<file path="config.mk">
export PLATFORM = sky130hd
export DESIGN_NAME = apple_tracker
export DESIGN_NICKNAME = d
export VERILOG_FILES = /design/src/rtl/apple_tracker.sv
export SDC_FILE = /design/constraint.sdc
export NUM_CORES = 1
export LEC_CHECK = 0
export ABC_AREA = 1
export CAP_MARGIN = 25
export CORE_AREA = 4 4 107 109
export DETAILED_ROUTE_END_ITERATION = 16
export DIE_AREA = 0 0 111 113
export GPL_ROUTABILITY_DRIVEN = 0
export GPL_TIMING_DRIVEN = 0
export PLACE_DENSITY = 0.85
export SYNTH_ARGS = -nofsm -noshare
export SYNTH_HDL_FRONTEND = slang
export SYNTH_SLANG_ARGS = --single-unit
export TNS_END_PERCENT = 20
</file>
<file path="constraint.sdc">
create_clock -name clk -period 6.2 [get_ports clk]
set_input_delay 1.24 -clock clk [delete_from_list [all_inputs] [get_ports clk]]
set_output_delay 1.24 -clock clk [all_outputs]
set_load 0.02 [all_outputs]
</file>
<file path="src/rtl/apple_tracker.sv">
// rtl/apple_tracker.sv - snake apple-eating, growth, score and respawn handshake tracker
// Optional body collision / game-over support: define APPLE_TRACKER_BODY_COLLISION_EN.
`default_nettype none

module apple_tracker #(
  parameter int GRID_W   = 16,
  parameter int GRID_H   = 16,
  parameter int XW       = 4,
  parameter int YW       = 4,
  parameter int INIT_LEN = 3,
  parameter int MAX_LEN  = 16,
  parameter int LEN_W    = 5,
  parameter int SCORE_W  = 8
) (
  input  logic                         clk,
  input  logic                         reset,
  input  logic                         move_tick,
  input  logic [XW-1:0]                head_x,
  input  logic [YW-1:0]                head_y,
  input  logic [GRID_W-1:0][GRID_H-1:0] apple_map,
  input  logic                         spawn_ack,
`ifdef APPLE_TRACKER_BODY_COLLISION_EN
  input  logic [GRID_W-1:0][GRID_H-1:0] body_map,
  output logic                         game_over,
`endif
  output logic                         eat_pulse,
  output logic [LEN_W-1:0]             snake_len,
  output logic [SCORE_W-1:0]           score,
  output logic                         spawn_req,
  output logic                         game_won
);

  typedef enum logic [1:0] {
    PLAY  = 2'd0,
    SPAWN = 2'd1,
    WON   = 2'd2,
    LOST  = 2'd3
  } state_t;

  state_t state;

  // An out-of-range head must never index the bitmaps into a hit.
  logic head_in_range;
  logic hit;
  logic grows_to_win;
  logic score_full;

  assign head_in_range = (32'(head_x) < 32'(GRID_W)) && (32'(head_y) < 32'(GRID_H));
  assign hit           = move_tick && head_in_range && apple_map[head_x][head_y];
  assign grows_to_win  = (snake_len == LEN_W'(MAX_LEN - 1));
  assign score_full    = (score == {SCORE_W{1'b1}});

`ifdef APPLE_TRACKER_BODY_COLLISION_EN
  logic body_hit;
  assign body_hit = move_tick && head_in_range && body_map[head_x][head_y];
`endif

  always_ff @(posedge clk) begin
    if (reset) begin
      state     <= PLAY;
      eat_pulse <= 1'b0;
      snake_len <= LEN_W'(INIT_LEN);
      score     <= '0;
      spawn_req <= 1'b0;
      game_won  <= 1'b0;
`ifdef APPLE_TRACKER_BODY_COLLISION_EN
      game_over <= 1'b0;
`endif
    end else begin
      eat_pulse <= 1'b0;
      case (state)
        PLAY: begin
`ifdef APPLE_TRACKER_BODY_COLLISION_EN
          if (body_hit) begin
            // Collision wins over an apple in the same cell: no growth, no score.
            game_over <= 1'b1;
            state     <= LOST;
          end else
`endif
          if (hit) begin
            eat_pulse <= 1'b1;
            if (!score_full) begin
              score <= score + SCORE_W'(1);
            end
            if (grows_to_win) begin
              snake_len <= LEN_W'(MAX_LEN);
              game_won  <= 1'b1;
              state     <= WON;
            end else begin
              snake_len <= snake_len + LEN_W'(1);
              spawn_req <= 1'b1;
              state     <= SPAWN;
            end
          end
        end
        SPAWN: begin
          // Bitmap may still show the eaten apple; ignore moves until the placer acks.
          if (spawn_ack) begin
            spawn_req <= 1'b0;
            state     <= PLAY;
          end
        end
        WON: begin
          spawn_req <= 1'b0;
          game_won  <= 1'b1;
        end
        default: begin
          spawn_req <= 1'b0;
        end
      endcase
    end
  end

endmodule

`default_nettype wire

</file>
==> results of run 1 <==
flip-flops by register name, indices dropped and copies added, names as in the netlist:
register,flops
snake_len,5
eat_pulse,1
game_won,1
state,2
score,8
spawn_req,1
layout make-up:
cell class	count	area (µm²)
fillers	1044	4100
repair buffers	280	2800
multi-input cells	614	2720
flip-flops and latches	18	360
plain buffers	53	289
well taps	140	175
inverters	26	97.6
clock buffers	4	55.1
placed cells by master (no fill, tap or decap), drive strengths merged:
master	n
nor3	1
nand2	325
inv	26
clkdlybuf4s50	280
ha	3
nor2	10
buf	47
xor2	6
nand4	2
clkbuf	10
o21ai	1
a21oi	19
nand3	247
dfxtp	18
worst max-delay path by stage:
stage              start        to  slack [ps]  depth (start not counted)
6_report       head_x[0]  score[5]        2490                         17
5_1_grt        head_x[0]  score[7]        2240                         17
4_1_cts        head_x[0]  score[5]        2480                         17
3_5_place_dp   head_x[0]  score[2]        2240                         17
3_3_place_gp   head_x[0]  score[1]        2270                         17
2_1_floorplan  head_x[2]  score[1]        3370                         14
power groups by stage:
stage               Combinational (mW)  Sequential [mW]  Clock (mW)
floorplan                        0.172            0.136           0
global placement                 0.413            0.130           0
detailed placement               0.416            0.130           0
CTS                              0.418            0.127      0.0986
global route                     0.458            0.128       0.104
finish                           0.421            0.128      0.0976
cells by family (layout without fill, tap and decap cells):
kind of cell	after synthesis	after routing
adder cells (fa/ha/maj)	3	3
flip-flops	18	18
AND/OR/NAND/NOR	585	585
XOR/XNOR	6	6
AO/OA/AOI/OAI	20	20
buffers and inverters	79	363
worst max-delay path: stages:
cell and delay (ps):
sky130_fd_sc_hd__clkdlybuf4s50_1 470, sky130_fd_sc_hd__inv_2 80, sky130_fd_sc_hd__buf_4 180, sky130_fd_sc_hd__buf_2 320, sky130_fd_sc_hd__nand2_1 100, sky130_fd_sc_hd__nand3_1 80
sky130_fd_sc_hd__nand3_1 140, sky130_fd_sc_hd__nand3_1 160, sky130_fd_sc_hd__nand2_1 60, sky130_fd_sc_hd__nand2_1 60, sky130_fd_sc_hd__nand3_1 70, sky130_fd_sc_hd__nand3_1 80
sky130_fd_sc_hd__nand3_1 80, sky130_fd_sc_hd__nand2_2 120, sky130_fd_sc_hd__nand4_1 320, sky130_fd_sc_hd__nand2_1 160, sky130_fd_sc_hd__a21oi_1 80
through the flow:
step / instance area [µm²] / std cells / worst slack (ps) / total power [mW]
6_report: 6500 / 1135 / 2490 / 0.646
5_1_grt: 6500 / 1135 / 2240 / 0.690
4_1_cts: 6500 / 1135 / 2480 / 0.644
3_5_place_dp: 6450 / 1131 / 2240 / 0.546
3_3_place_gp: 6450 / 1131 / 2270 / 0.542
2_1_floorplan: 3470 / 711 / 3370 / 0.307
routing by layer:
metal | vias up | share of wire
met5 | - | 0
met2 | 285 | 0.49
li1 | 2904 | -
met1 | 2572 | 0.40
met3 | 31 | 0.084
met4 | 0 | 0.024
==> metrics.log, run 1 <==
[metrics] run status: finished, final reports clean
[metrics] reported max-cap violation count: 0
[metrics] CP Capture Type: register
[metrics] post-CTS setup buffers: 0
[metrics] GR Util met1: 0.368
[metrics] critical register-to-register path endpoint: score[5]
[metrics] total iterations of the first detailed-routing run: 5
[metrics] average wire per standard cell: 17.2 µm
[metrics] unrepaired setup endpoints after global routing: no
[metrics] average instance area after synthesis: 4.88 µm²
[metrics] Hold Crit Depth: 2
[metrics] hold-critical path endpoint: spawn_req
[metrics] wire length of the first global-routing pass: 29700 µm
[metrics] top-count cell post-synth: sky130_fd_sc_hd__nand2_1
[metrics] number of global-route vias before repair: 5618
[metrics] data required time of the worst path: 6310 ps
[metrics] fraction of synthesis flops using an asynchronous set or reset pin: 0
[metrics] share of total power in combinational logic: 0.651
[metrics] min-delay worst type: register to register
[metrics] post-synthesis mux area share: 0
[metrics] Layout Utilization: 0.613
[metrics] Port-buffer cells: 280
[metrics] routed via count: 5792
[metrics] area leader, netlist: sky130_fd_sc_hd__nand3_1
[metrics] worst hold margin: 480 ps
[metrics] CTS Root Buffer Type: sky130_fd_sc_hd__clkbuf_8
[metrics] maximum VDD drop: 0.0742 mV
[metrics] initial standard-cell utilization of the core: 0.327
[metrics] count of flip-flops with a built-in enable after synthesis: 0
[metrics] Area growth, synth to finish: 87.4%
[metrics] global-route met3 utilization: 0.0481
[metrics] CTS tree: done
[metrics] source-to-sink clock delay at the later pin of the worst-skew pair: 260 ps
[metrics] ratio of final minimum period to clock period: 0.598
[metrics] number of buffers inserted during clock tree synthesis: 3
[metrics] hold bufs inserted after CTS: 0
[metrics] met2 Resource Use GR: 0.530
[metrics] Post-synth top cells: sky130_fd_sc_hd__nand2_1, sky130_fd_sc_hd__nand3_1, sky130_fd_sc_hd__buf_2
[metrics] switching power share of the total: 0.366
[metrics] net count after synthesis: 982
[metrics] count of synthesis-stage warnings from yosys: 0
[metrics] DRC violation count after routing: 0
[metrics] fraction of synthesized cell area taken by the top area cell type: 0.355
[metrics] post-synthesis adder-cell area fraction: 0.0108
[metrics] Routed Antenna Nets: 0
[metrics] half-perimeter wire length after placement: 16200 µm
[metrics] height of the chip: 113 µm
[metrics] total number of clock tree sinks: 18
[metrics] maximum fanout along the worst path: 10
[metrics] layout cells sized above 1: 0.0503
[metrics] post-detailed-routing wire length: 19600 µm
[metrics] r2r setup slk: 4300 ps
[metrics] number of instances in the synthesized netlist: 711
[metrics] Final Skew: 8.75 ps
[metrics] Crit Path Class: input port to register
[metrics] diodes inserted: 0
[metrics] Detailed Route Iter0 Violations: 631
[metrics] Pwr per Cell Area: 99.3 nW/µm²
[metrics] Max transition margin: 0.538
[metrics] Primary FF master, synth: sky130_fd_sc_hd__dfxtp_1
[metrics] final worst path period need: 3710 ps
[metrics] remaining global-route overflow: 0
[metrics] most heavily used metal layer in global routing: met2
[metrics] Internal Power: 0.410 mW
[metrics] Synth area leaders: sky130_fd_sc_hd__nand3_1, sky130_fd_sc_hd__nand2_1, sky130_fd_sc_hd__dfxtp_1
[metrics] cell leakage power: 2.86 nW
[metrics] die area: 12500 µm²
[metrics] number of distinct library cells after synthesis: 20
[metrics] data arrival time of the worst path: 3820 ps
[metrics] combined area of all synthesized cells: 3470 µm²
[metrics] startpoint type of the worst setup path: input port
[metrics] worst hold start: spawn_req
[metrics] proportion of power drawn by flip-flops and latches: 0.198
[metrics] total of flip-flops plus latches after synthesis: 18
[metrics] Total Routing Usage GR: 0.294
[metrics] fraction of the mapped netlist area in compound gates: 0.0288
[metrics] initial antenna violation count: 0
[metrics] measured slew at the worst slew-check pin: 693 ps
[metrics] count of cells resized by post-cts repair: 0
[metrics] clock share of power: 0.151
[metrics] die width: 111 µm
[metrics] worst flop-to-flop path startpoint: score[0]
[metrics] final-stage net count: 1267
[metrics] top-level port count: 284
[metrics] total count of hold-check failures in the final report: 0
[metrics] maximum number of pins on one net before global-route repair: 11
[metrics] num rows: 38
[metrics] Core Footprint: 10600 µm²
[metrics] xor and xnor fraction of the mapped netlist area: 0.0151
[metrics] highest achievable clock rate: 270 MHz
[metrics] Worst Reg2Reg Path Length in Cells: 9
[metrics] combinational family with the most area after synthesis: simple AND/OR/NAND/NOR gates
[metrics] number of H-tree branching levels: 1
[metrics] reported net switching power: 0.236 mW
[metrics] share of synthesized cell area in and, or, nand and nor gates: 0.730
[metrics] vias per inst: 5.10
[metrics] register area share after synthesis: 0.104
[metrics] final setup violating endpoints: 0
[metrics] maximum buffer depth of the clock tree: 2
[metrics] clock transition at the registers of the reported paths: 80 ps
[metrics] setup TNS: 0 ps
[metrics] Slew Limit Fails: 0
No activity file was read; power rests on OpenSTA's default activity.
==> inputs of run 2 (changes only) <==
Settings changed: CORE_AREA 4 4 107 109 to 4 4 110 112, DIE_AREA 0 0 111 113 to 0 0 114 116, PLACE_DENSITY 0.85 to 0.81.
Clock period 6.2 ns to 3.6 ns, I/O delays scaled along.
==> run 2 against run 1 <==
Effect of this change: non-clock buffer count stayed put; routed wire length is 0.59% higher; worst hold slack worse by 12 ps; via count is 1.3% higher; clock skew is 7.4 ps lower; combinational power is 72% higher; clock power grew to 2.5 times the previous value.
==> metrics.log, run 2 (synthesis gave the netlist of run 1 again) <==
[metrics] layout cells sized above 1: 0.0503 (unchanged)
[metrics] Area growth, synth to finish: 88.5% (was 87.4%)
[metrics] diodes inserted: 0 (unchanged)
[metrics] measured slew at the worst slew-check pin: 670 ps (was 693 ps)
[metrics] post-detailed-routing wire length: 19700 µm (was 19600 µm)
[metrics] CP Capture Type: register (unchanged)
[metrics] setup TNS: 0 ps (unchanged)
[metrics] dpl ws: 265 ps (was 2240 ps)
[metrics] average wire per standard cell: 17.3 µm (was 17.2 µm)
[metrics] source-to-sink clock delay at the later pin of the worst-skew pair: 250 ps (was 260 ps)
[metrics] Max transition margin: 0.554 (was 0.538)
[metrics] total number of clock tree sinks: 18 (unchanged)
[metrics] slowest stage delay, CP: 470 ps (about the same)
[metrics] half-perimeter wire length after placement: 16400 µm (was 16200 µm)
[metrics] cell leakage power: 2.87 nW (was 2.86 nW)
[metrics] height of the chip: 116 µm (was 113 µm)
[metrics] data required time of the worst path: 3710 ps (was 6310 ps)
[metrics] Crit Path Class: input port to register (unchanged)
[metrics] num rows: 39 (was 38)
[metrics] leading cell type in the layout, fill and taps excluded: sky130_fd_sc_hd__nand2_1 (unchanged)
[metrics] Final Skew: 1.37 ps (was 8.75 ps)
[metrics] highest achievable clock rate: 322 MHz
[metrics] maximum buffer depth of the clock tree: 2 (unchanged)
[metrics] maximum VDD drop: 0.198 mV (was 0.0742 mV)
[metrics] Detailed Route Iter0 Violations: 560 (was 631)
[metrics] data arrival time of the worst path: 3220 ps (was 3820 ps)
[metrics] reported max-cap violation count: 0 (unchanged)
[metrics] maximum number of pins on one net before global-route repair: 11 (unchanged)
[metrics] Layout Utilization: 0.583 (was 0.613)
[metrics] min-delay worst type: register to register (unchanged)
[metrics] area of the multi-input gates: 2720 µm² (unchanged)
[metrics] Non-Filler Cell Area, Final: 6540 µm² (was 6500 µm²)
[metrics] startpoint type of the worst setup path: input port (unchanged)
[metrics] post-route worst setup slack: 495 ps (was 2490 ps)
[metrics] largest registers in the final layout: score x8, snake_len x5, state x2 (unchanged)
[metrics] clock transition at the registers of the reported paths: 50 ps (was 80 ps)
[metrics] Routed Antenna Nets: 0 (unchanged)
[metrics] number of global-route vias before repair: 5532 (was 5618)
[metrics] Total Routing Usage GR: 0.278 (was 0.294)
[metrics] ratio of final minimum period to clock period: 0.862
[metrics] final setup violating endpoints: 0 (unchanged)
[metrics] initial standard-cell utilization of the core: 0.309 (was 0.327)
[metrics] CTS tree: done (unchanged)
[metrics] area taken by flip-flops and latches: 360 µm² (unchanged)
[metrics] cell with the biggest individual delay on the critical path: sky130_fd_sc_hd__clkdlybuf4s50_1 (unchanged)
[metrics] number of buffers inserted during clock tree synthesis: 3 (unchanged)
[metrics] cell family with the largest share of critical-path delay: simple AND/OR/NAND/NOR gates (unchanged)
[metrics] final worst path period need: 3100 ps
[metrics] number of H-tree branching levels: 1 (unchanged)
[metrics] sum of buffers and inverters on the critical path: 4 (unchanged)
[metrics] DRC violation count after routing: 0 (unchanged)
[metrics] run status: finished, final reports clean (unchanged)
[metrics] flip-flop count of the largest register, all copies and words added: 8 (unchanged)
[metrics] post-CTS setup buffers: 0 (unchanged)
[metrics] maximum fanout along the worst path: 10 (unchanged)
[metrics] unrepaired setup endpoints after global routing: no (unchanged)
[metrics] critical path cell sequence: clkdlybuf4s50_1, inv_2, buf_4, buf_2, nand2_1, nand3_1, nand3_1, nand3_1, nand3_1, nand2_1, nand2_1, nand3_1, nand3_1, nand2_2, nand4_1, nand2_1, a21oi_1 (was clkdlybuf4s50_1, inv_2, buf_4, buf_2, nand2_1, nand3_1, nand3_1, nand3_1, nand2_1, nand2_1, nand3_1, nand3_1, nand3_1, nand2_2, nand4_1, nand2_1, a21oi_1)
[metrics] worst hold start: spawn_req (unchanged)
[metrics] hold bufs inserted after CTS: 0 (unchanged)
[metrics] vias per inst: 5.16 (was 5.10)
[metrics] die width: 114 µm (was 111 µm)
[metrics] final-stage net count: 1267 (unchanged)
[metrics] register with the highest flop count: score (unchanged)
[metrics] remaining global-route overflow: 0 (unchanged)
[metrics] crit path launch: head_x[0] (unchanged)
[metrics] CTS Root Buffer Type: sky130_fd_sc_hd__clkbuf_16 (was sky130_fd_sc_hd__clkbuf_8)
[metrics] final-layout fill cell count: 1126 (was 1044)
[metrics] count of cells resized by post-cts repair: 0 (unchanged)
[metrics] highest-count cells in the layout ignoring fill and taps: sky130_fd_sc_hd__nand2_1, sky130_fd_sc_hd__clkdlybuf4s50_1, sky130_fd_sc_hd__nand3_1 (unchanged)
[metrics] Area after DPL: 6450 µm² (about the same)
[metrics] die area: 13200 µm² (was 12500 µm²)
[metrics] initial antenna violation count: 0 (unchanged)
[metrics] worst flop-to-flop path startpoint: score[0] (unchanged)
[metrics] Slew Limit Fails: 0 (unchanged)
[metrics] total iterations of the first detailed-routing run: 5 (unchanged)
[metrics] routed via count: 5870 (was 5792)
[metrics] Pwr per Cell Area: 182 nW/µm² (was 99.3 nW/µm²)
[metrics] Core Footprint: 11200 µm² (was 10600 µm²)
[metrics] crit-path most repeated cell: sky130_fd_sc_hd__nand3_1 (unchanged)
[metrics] top-level port count: 284 (unchanged)
[metrics] Port-buffer cells: 280 (unchanged)
[metrics] wire length of the first global-routing pass: 29200 µm (was 29700 µm)
[metrics] total count of hold-check failures in the final report: 0 (unchanged)
run 2: cell counts in the layout (fill, tap and decap cells not counted):
Identical to the previous run, type by type.
run 2: final cells by class:
type                       count  area share
sequential                    18      0.0551
multi-input combinational    614       0.416
buffer                        53      0.0442
timing repair buffer         280       0.428
tap                          143      0.0274
inverter                      26      0.0149
clock buffer                   4      0.0136
run 2: routing by layer:
metal / GRT usage / part of all wire / vias up
met3: 0.0507 / 0.094 / 40
met2: 0.486 / 0.47 / 324
met5: 0 / 0 / -
li1: - / - / 2904
met4: 0.0839 / 0.033 / 0
met1: 0.349 / 0.40 / 2602
run 2: metrics by stage:
| stage | power [mW] | hold slack (ps) | cells |
|---|---|---|---|
| final | 1.19 | 468 | 1138 |
| after global routing | 1.27 | 522 | 1138 |
| after CTS | 1.19 | 468 | 1138 |
| after detailed placement | 0.942 | 459 | 1134 |
| after global placement | 0.936 | 452 | 1134 |
| after floorplan | 0.530 | 459 | 711 |
run 2: tightest hold or removal path, cell delays in order, from the launching register on:
cell and delay [ps]:
sky130_fd_sc_hd__dfxtp_1 310, sky130_fd_sc_hd__nand3_1 70, sky130_fd_sc_hd__nand2_1 40
run 2: worst paths after layout:
check	cells after the start	to	slack (ps)
worst max-delay path	17	score[4]	500
worst min-delay path	2	spawn_req	470
worst max register to register	9	score[0]	1780
worst min register to register	2	spawn_req	470
run 2: power breakdown:
part	total [mW]	leakage, nW	switching, mW	internal (mW)
Clock	0.246	0.0442	0.0772	0.169
Sequential	0.220	0.146	0.0104	0.210
Combinational	0.726	2.68	0.327	0.399
